<file path="config.mk">
export PLATFORM = sky130hd
export DESIGN_NAME = store_narrow_unit_flat
export DESIGN_NICKNAME = d
export VERILOG_FILES = /design/src/rtl/store_narrow_unit_pkg.sv /design/src/rtl/store_narrow_unit_if.sv /design/src/rtl/store_narrow_unit_lane_fmt.sv /design/src/rtl/store_narrow_unit.sv /design/src/flat_wrapper.sv
export SDC_FILE = /design/constraint.sdc
export NUM_CORES = 1
export LEC_CHECK = 0
export ABC_AREA = 1
export ABC_CLOCK_PERIOD_IN_PS = 3630
export CELL_PAD_IN_SITES_DETAIL_PLACEMENT = 1
export CELL_PAD_IN_SITES_GLOBAL_PLACEMENT = 2
export CORE_MARGIN = 3
export CORE_UTILIZATION = 25
export DETAILED_ROUTE_END_ITERATION = 8
export GPL_ROUTABILITY_DRIVEN = 0
export HOLD_SLACK_MARGIN = 0.05
export PLACE_DENSITY = 0.8
export SYNTH_ARGS = -nofsm -noshare
export SYNTH_HDL_FRONTEND = slang
export SYNTH_SLANG_ARGS = --single-unit
export TNS_END_PERCENT = 100
</file>
<file path="constraint.sdc">
create_clock -name clk -period 3.63 [get_ports clk]
set_clock_uncertainty 0.05 [all_clocks]
set_input_delay 1.089 -clock clk [delete_from_list [all_inputs] [get_ports clk]]
set_output_delay 1.089 -clock clk [all_outputs]
set_load 0.05 [all_outputs]
</file>
<file path="src/rtl/store_narrow_unit_pkg.sv">
// rtl/store_narrow_unit_pkg.sv - shared encodings for the store narrowing path
// Access-size codes, beat FSM states and byte-enable constants.
package mem_pkg;

  localparam logic [1:0] SZ_BYTE = 2'b00;
  localparam logic [1:0] SZ_HALF = 2'b01;
  localparam logic [1:0] SZ_WORD = 2'b10;
  localparam logic [1:0] SZ_RSVD = 2'b11;

  localparam logic [1:0] BE_ALL  = 2'b11;
  localparam logic [1:0] BE_LO   = 2'b01;
  localparam logic [1:0] BE_HI   = 2'b10;

  typedef enum logic [1:0] {
    IDLE  = 2'd0,
    BEAT0 = 2'd1,
    BEAT1 = 2'd2
  } state_e;

endpackage

</file>
<file path="src/rtl/store_narrow_unit_if.sv">
// rtl/store_narrow_unit_if.sv - request, memory-beat and status bundle
// The master drives requests and accepts beats; the slave is the narrowing unit.
interface store_narrow_unit_if #(
  parameter int ADDR_W = 32
);
  logic              req_valid;
  logic              req_ready;
  logic [ADDR_W-1:0] req_addr;
  logic [31:0]       req_data;
  logic [1:0]        req_size;

  logic              mem_valid;
  logic              mem_ready;
  logic [ADDR_W-1:0] mem_addr;
  logic [15:0]       mem_wdata;
  logic [1:0]        mem_be;

  logic              done;
  logic              err;
  logic              fits;

  modport master (
    output req_valid, req_addr, req_data, req_size, mem_ready,
    input  req_ready, mem_valid, mem_addr, mem_wdata, mem_be, done, err, fits
  );

  modport slave (
    input  req_valid, req_addr, req_data, req_size, mem_ready,
    output req_ready, mem_valid, mem_addr, mem_wdata, mem_be, done, err, fits
  );
endinterface

</file>
<file path="src/rtl/store_narrow_unit_lane_fmt.sv">
// rtl/store_narrow_unit_lane_fmt.sv - combinational beat formatter
// Maps size/address/data/beat to halfword data, byte enables, lossless flag and reject.
module store_lane_fmt
  import mem_pkg::*;
(
  input  logic [1:0]  size_i,
  input  logic [1:0]  addr_lo_i,
  input  logic [31:0] data_i,
  input  logic        beat_i,
  output logic [15:0] wdata_o,
  output logic [1:0]  be_o,
  output logic        fits_o,
  output logic        misalign_o
);

  always_comb begin
    wdata_o    = 16'h0000;
    be_o       = 2'b00;
    fits_o     = 1'b0;
    misalign_o = 1'b0;
    unique case (size_i)
      SZ_BYTE: begin
        wdata_o    = {data_i[7:0], data_i[7:0]};
        be_o       = addr_lo_i[0] ? BE_HI : BE_LO;
        // Lossless when every bit above the byte sign bit matches it.
        fits_o     = (&data_i[31:7]) | ~(|data_i[31:7]);
      end
      SZ_HALF: begin
        wdata_o    = data_i[15:0];
        be_o       = BE_ALL;
        fits_o     = (&data_i[31:15]) | ~(|data_i[31:15]);
        misalign_o = addr_lo_i[0];
      end
      SZ_WORD: begin
        wdata_o    = beat_i ? data_i[31:16] : data_i[15:0];
        be_o       = BE_ALL;
        fits_o     = 1'b1;
        misalign_o = |addr_lo_i;
      end
      default: begin
        misalign_o = 1'b1;
      end
    endcase
  end

endmodule

</file>
<file path="src/rtl/store_narrow_unit.sv">
// rtl/store_narrow_unit.sv - 32-bit store to 16-bit memory port narrowing unit
// Latches a store request and issues one or two halfword beats with byte enables.
module store_narrow_unit
  import mem_pkg::*;
#(
  parameter int ADDR_W = 32
) (
  input logic                clk,
  input logic                rst,
  store_narrow_unit_if.slave bus
);

  state_e            state_q, state_d;
  logic [1:0]        size_q, size_d;
  logic [1:0]        addr_lo_q, addr_lo_d;
  logic [31:0]       data_q, data_d;

  logic              mem_valid_q, mem_valid_d;
  logic [ADDR_W-1:0] mem_addr_q, mem_addr_d;
  logic [15:0]       mem_wdata_q, mem_wdata_d;
  logic [1:0]        mem_be_q, mem_be_d;
  logic              done_q, done_d;
  logic              err_q, err_d;
  logic              fits_q, fits_d;

  logic [1:0]        fmt_size;
  logic [1:0]        fmt_addr_lo;
  logic [31:0]       fmt_data;
  logic              fmt_beat;
  logic [15:0]       fmt_wdata;
  logic [1:0]        fmt_be;
  logic              fmt_fits;
  logic              fmt_misalign;

  logic              hs;

  assign hs = mem_valid_q & bus.mem_ready;

  // In IDLE the formatter judges the incoming request; afterwards it works
  // on the latched one, pre-computing the upper half while BEAT0 is out.
  always_comb begin
    if (state_q == IDLE) begin
      fmt_size    = bus.req_size;
      fmt_addr_lo = bus.req_addr[1:0];
      fmt_data    = bus.req_data;
    end else begin
      fmt_size    = size_q;
      fmt_addr_lo = addr_lo_q;
      fmt_data    = data_q;
    end
    fmt_beat = (state_q == BEAT0);
  end

  store_lane_fmt u_fmt (
    .size_i     (fmt_size),
    .addr_lo_i  (fmt_addr_lo),
    .data_i     (fmt_data),
    .beat_i     (fmt_beat),
    .wdata_o    (fmt_wdata),
    .be_o       (fmt_be),
    .fits_o     (fmt_fits),
    .misalign_o (fmt_misalign)
  );

  always_ff @(posedge clk or posedge rst) begin
    if (rst) begin
      state_q <= IDLE;
    end else begin
      state_q <= state_d;
    end
  end

  always_comb begin
    state_d = state_q;
    unique case (state_q)
      IDLE: begin
        if (bus.req_valid && !fmt_misalign) state_d = BEAT0;
      end
      BEAT0: begin
        if (hs) state_d = (size_q == SZ_WORD) ? BEAT1 : IDLE;
      end
      BEAT1: begin
        if (hs) state_d = IDLE;
      end
      default: state_d = IDLE;
    endcase
  end

  always_comb begin
    size_d      = size_q;
    addr_lo_d   = addr_lo_q;
    data_d      = data_q;
    mem_valid_d = mem_valid_q;
    mem_addr_d  = mem_addr_q;
    mem_wdata_d = mem_wdata_q;
    mem_be_d    = mem_be_q;
    done_d      = 1'b0;
    err_d       = 1'b0;
    fits_d      = 1'b0;
    unique case (state_q)
      IDLE: begin
        if (bus.req_valid) begin
          if (fmt_misalign) begin
            err_d = 1'b1;
          end else begin
            size_d      = bus.req_size;
            addr_lo_d   = bus.req_addr[1:0];
            data_d      = bus.req_data;
            mem_valid_d = 1'b1;
            mem_addr_d  = {bus.req_addr[ADDR_W-1:1], 1'b0};
            mem_wdata_d = fmt_wdata;
            mem_be_d    = fmt_be;
          end
        end
      end
      BEAT0: begin
        if (hs) begin
          if (size_q == SZ_WORD) begin
            // Wraps naturally at the top of the address space.
            mem_addr_d  = mem_addr_q + ADDR_W'(2);
            mem_wdata_d = fmt_wdata;
            mem_be_d    = BE_ALL;
          end else begin
            mem_valid_d = 1'b0;
            done_d      = 1'b1;
            fits_d      = fmt_fits;
          end
        end
      end
      BEAT1: begin
        if (hs) begin
          mem_valid_d = 1'b0;
          done_d      = 1'b1;
          fits_d      = fmt_fits;
        end
      end
      default: begin
        mem_valid_d = 1'b0;
      end
    endcase
  end

  always_ff @(posedge clk or posedge rst) begin
    if (rst) begin
      size_q      <= SZ_BYTE;
      addr_lo_q   <= 2'b00;
      data_q      <= 32'h0000_0000;
      mem_valid_q <= 1'b0;
      mem_addr_q  <= '0;
      mem_wdata_q <= 16'h0000;
      mem_be_q    <= 2'b00;
      done_q      <= 1'b0;
      err_q       <= 1'b0;
      fits_q      <= 1'b0;
    end else begin
      size_q      <= size_d;
      addr_lo_q   <= addr_lo_d;
      data_q      <= data_d;
      mem_valid_q <= mem_valid_d;
      mem_addr_q  <= mem_addr_d;
      mem_wdata_q <= mem_wdata_d;
      mem_be_q    <= mem_be_d;
      done_q      <= done_d;
      err_q       <= err_d;
      fits_q      <= fits_d;
    end
  end

  assign bus.req_ready = (state_q == IDLE);
  assign bus.mem_valid = mem_valid_q;
  assign bus.mem_addr  = mem_addr_q;
  assign bus.mem_wdata = mem_wdata_q;
  assign bus.mem_be    = mem_be_q;
  assign bus.done      = done_q;
  assign bus.err       = err_q;
  assign bus.fits      = fits_q;

endmodule

</file>
<file path="src/flat_wrapper.sv">
// flat-port wrapper written by rule: the top's interface ports become plain ports
module store_narrow_unit_flat import mem_pkg::*;
#(
  parameter int ADDR_W = 32
)
  (clk, rst, bus_req_valid, bus_req_addr, bus_req_data, bus_req_size, bus_mem_ready, bus_req_ready, bus_mem_valid, bus_mem_addr, bus_mem_wdata, bus_mem_be, bus_done, bus_err, bus_fits);
  store_narrow_unit_if #(.ADDR_W(ADDR_W)) bus_i ();
  input logic clk;
  input logic rst;
  input wire logic [$bits(bus_i.req_valid)-1:0] bus_req_valid;
  input wire logic [$bits(bus_i.req_addr)-1:0] bus_req_addr;
  input wire logic [$bits(bus_i.req_data)-1:0] bus_req_data;
  input wire logic [$bits(bus_i.req_size)-1:0] bus_req_size;
  input wire logic [$bits(bus_i.mem_ready)-1:0] bus_mem_ready;
  output wire logic [$bits(bus_i.req_ready)-1:0] bus_req_ready;
  output wire logic [$bits(bus_i.mem_valid)-1:0] bus_mem_valid;
  output wire logic [$bits(bus_i.mem_addr)-1:0] bus_mem_addr;
  output wire logic [$bits(bus_i.mem_wdata)-1:0] bus_mem_wdata;
  output wire logic [$bits(bus_i.mem_be)-1:0] bus_mem_be;
  output wire logic [$bits(bus_i.done)-1:0] bus_done;
  output wire logic [$bits(bus_i.err)-1:0] bus_err;
  output wire logic [$bits(bus_i.fits)-1:0] bus_fits;
  assign bus_i.req_valid = bus_req_valid;
  assign bus_i.req_addr = bus_req_addr;
  assign bus_i.req_data = bus_req_data;
  assign bus_i.req_size = bus_req_size;
  assign bus_i.mem_ready = bus_mem_ready;
  assign bus_req_ready = bus_i.req_ready;
  assign bus_mem_valid = bus_i.mem_valid;
  assign bus_mem_addr = bus_i.mem_addr;
  assign bus_mem_wdata = bus_i.mem_wdata;
  assign bus_mem_be = bus_i.mem_be;
  assign bus_done = bus_i.done;
  assign bus_err = bus_i.err;
  assign bus_fits = bus_i.fits;
  store_narrow_unit #(.ADDR_W(ADDR_W)) u_core (.clk(clk), .rst(rst), .bus(bus_i));
endmodule
</file>
==> results.md <==
- 1st-pass router iterations: 4
- Vias in the first global route: 6530
- Post-Syn Nets: 1084
- Post-Route WL: 22300 µm
- Placed cells: 1422
- Gr ovfl total: 0
- Core region area: 24700 µm²
- Sw power: 4580 µW
- HP Class: register to register
- Setup TNS: 0 ps
- Final hold vios: 0
- WL per Instance: 15.5 µm
- CTS tree: built
- Worst-Skew Late Latency: 360 ps
- Power share of the combinational group: 64.2%
- Minimum clock period: 3170 ps
- CTS Buffer Depth: 2
- R2r setup slk: 800 ps
- Switching Fraction: 54.1%
- Die span in x: 165 µm
- Pre-CTS WS: 72.8 ps
- First-pass GRT wire length: 35800 µm
- Clk sinks: 91
- LEAKAGE: 0.00399 µW
- Netlist cell types: 38
- Height of the die: 165 µm
- Synth area leader: dfrtp_1
- Via/cell ratio: 4.50
- CTS root buffer: clkbuf_16
- Register bit count reported by yosys: 91
- Reg-to-Reg End: u_core.bus.mem_addr[21]$_DFFE_PP0P_
- Period utilization: 87.3%
- Worst VDD drop: 0.000411 V
- Worst r2r src: u_core.state_q[0]$_DFFE_PP0P_
- Status: completed
- Synth area leaders: dfrtp_1 (36%), nand2_1 (24%), inv_1 (6.9%)
- Commonest non-fill, non-tap cells in the layout: nand2_1 (410), clkdlybuf4s50_1 (123), inv_1 (116)
- Remaining antenna violation count: 0
- DP HPWL: 17200 µm
- Largest net degree at the start of global routing: 71
- Ratio of cells with drive above 1 in the final layout: 4.67%
- Crit path cell chain: clkdlybuf4s50_1 -> nand2_1 -> o21ai_0 -> inv_1 -> ha_1 -> o21ai_2 -> nand3_1 -> nand2_1 -> nand3_2 -> nor2_8 -> inv_4 -> a21oi_1 -> nor2_1
- # nets final: 1187
- Slowest stage delay, CP: 480 ps
- Clk slew on worst S/H paths: 70 ps
- Fillers: 3195
- Die area: 27400 µm²
- Num CTS Buffers: 9
- H-Tree Depth: 3
- Synthesized area: 6360 µm²
- Vias: 6468
- CP top delay family: buffers and inverters
- Clock share of power: 12.8%
- Slew of the pin with the lowest slew margin: 593 ps
- WHS Path Cells: 2
- Final slew viol count: 0
- # DRC: 0
- Hold Crit Start: u_core.bus.mem_wdata[3]$_DFFE_PP0P_
- Post-synth top area share: 35.8%
- Cts-stage hold buffer count: 0
- Post-CTS Setup Inserts: 0
- Mean Syn Cell Area: 6.32 µm²
- Critical path arrival: 3370 ps
- FMAX: 316 MHz
- IO Pins: 125
- Post-cts sizing count: 0
- Slew margin rel.: 60.3%
- Pint: 3880 µW
- Most common cell after layout, fill and taps aside: nand2_1
- Fin cells: 1438
- Hold EP: u_core.bus.mem_wdata[3]$_DFFE_PP0P_
- Required @ worst endpoint: 3830 ps
- Worst reg2reg path depth: 14
- Mapped Cells: 1006
- PnR worst setup slack: 463 ps
- Setup violators final: 0
- Setup Crit Path Kind: input pin to register
- Register area share after synthesis: 35.8%
- Initial Util: 25.8%
- EDFF count, synth: 0
- Sequential share of power: 23.0%
- Buf/Inv on CP: 3
- Initial DRC Count: 357
- Pwr/cell area: 1020 nW/µm²
- Total Routing Usage GR: 16.8%
- Main synth FF type: dfrtp_1
- ANT cells: 0
- Row cnt: 57
- CP endpoint kind: register
- Initial antenna violation count: 0
- Crit start category: input pin
- Async SR Flop Fraction: 100%
- Slowest-stage cell, CP: clkdlybuf4s50_1
- Most used cell, CP: nand2_1
- MaxCap Viol Count: 0
- Worst-path maximum fanout: 35
- Synth warnings: 0
- Port Buffers: 123
- RSZ-0062 raised after global routing: false
- Area Growth Syn to Fin: 29.9%
[power by group through the flow]
stage / sequential (µW) / clock [µW] / combinational [µW]
2_1_floorplan: 2680 / 0 / 3040
3_3_place_gp: 1960 / 0 / 5410
3_5_place_dp: 1970 / 0 / 5500
4_1_cts: 1950 / 1120 / 5520
5_1_grt: 2010 / 1150 / 6150
6_report: 1940 / 1080 / 5430
[flip-flops by register name, summed over array words and instances, names as in the netlist, 2 cells and up]
name,flops
u_core.state_q,2
u_core.addr_lo_q,2
u_core.bus.mem_wdata,16
u_core.data_q,32
u_core.bus.mem_addr,31
u_core.bus.mem_be,2
u_core.size_q,2
[cell usage after synthesis (2+ instances only)]
| master | n |
|---|---|
| a21oi_1 | 24 |
| buf_1 | 3 |
| buf_2 | 12 |
| buf_4 | 12 |
| clkbuf_1 | 19 |
| dfrtp_1 | 91 |
| ha_1 | 8 |
| inv_1 | 117 |
| inv_2 | 2 |
| mux2_2 | 2 |
| nand2_1 | 410 |
| nand3_1 | 54 |
| nand3_2 | 2 |
| nand3b_1 | 4 |
| nand4_1 | 10 |
| nor2_1 | 84 |
| nor2_2 | 2 |
| nor3_1 | 10 |
| o211ai_1 | 16 |
| o21a_1 | 8 |
| o21ai_0 | 78 |
| o21ai_1 | 5 |
| o21bai_1 | 2 |
| o221ai_1 | 6 |
| o31ai_1 | 3 |
| or2_2 | 6 |
| xor2_1 | 5 |
[routing by layer]
layer / GRT usage (%) / wire [µm]
met1: 22.4 / 10300
met5: 0 / 0
met4: 3.71 / 274
met3: 2.47 / 828
met2: 28.6 / 10800
[area by class of cell]
cell class | instances | area (µm²) | area share [%]
multi-input cells | 747 | 3380 | 41.0
well taps | 324 | 405 | 4.91
clock inverters | 6 | 93.8 | 1.14
inverters | 121 | 459 | 5.56
flip-flops and latches | 91 | 2280 | 27.6
repair buffers | 139 | 1400 | 17.0
clock buffers | 10 | 239 | 2.89
[logic make-up (layout without fill, tap and decap cells)]
family | after synthesis | in the layout | share of synthesized area, %
AND/OR/NAND/NOR | 586 | 586 | 37.4
buffers and inverters | 168 | 276 | 11.0
AO/OA/AOI/OAI | 144 | 144 | 12.9
flip-flops | 91 | 91 | 35.8
adder cells (fa/ha/maj) | 8 | 8 | 1.57
XOR/XNOR | 5 | 5 | 0.689
multiplexers | 3 | 3 | 0.512
other | 1 | 1 | 0.0590
[through the flow]
| stage | hold slack, ps | cell area [µm²] | util [%] | power, µW |
|---|---|---|---|---|
| 2_1_floorplan | 403 | 6360 | - | 5720 |
| 3_3_place_gp | 409 | 7930 | 32.1 | 7360 |
| 3_5_place_dp | 414 | 7930 | 32.1 | 7470 |
| 4_1_cts | 431 | 8260 | 33.5 | 8590 |
| 5_1_grt | 466 | 8260 | 33.5 | 9310 |
| 6_report | 424 | 8260 | 33.5 | 8450 |
[worst register-to-register path, stage by stage (launching register included)]
cell and delay [ps]:
dfrtp_1 410, inv_1 110, ha_2 250, buf_4 300
inv_2 190, nand2_1 90, nand2_1 110, o21ai_2 80
nand3_1 130, nand2_1 140, nand3_2 130, nor2_8 280
inv_4 210, a21oi_1 180, nor2_1 60
[worst max path at each step]
stage	from	end	slack [ps]	cells after the start
global route	bus_req_size[1]	u_core.bus.mem_addr[31]$_DFFE_PP0P_	130	14
CTS	bus_req_size[1]	u_core.bus.mem_addr[21]$_DFFE_PP0P_	440	13
floorplan	rst	u_core.addr_lo_q[0]$_DFFE_PP0P_	130	1
global placement	bus_req_size[0]	u_core.bus.mem_addr[21]$_DFFE_PP0P_	190	14
finish	bus_req_size[1]	u_core.bus.mem_addr[21]$_DFFE_PP0P_	460	13
detailed placement	bus_req_size[1]	u_core.bus.mem_addr[21]$_DFFE_PP0P_	70	13
No activity file was read; power rests on OpenSTA's default activity.
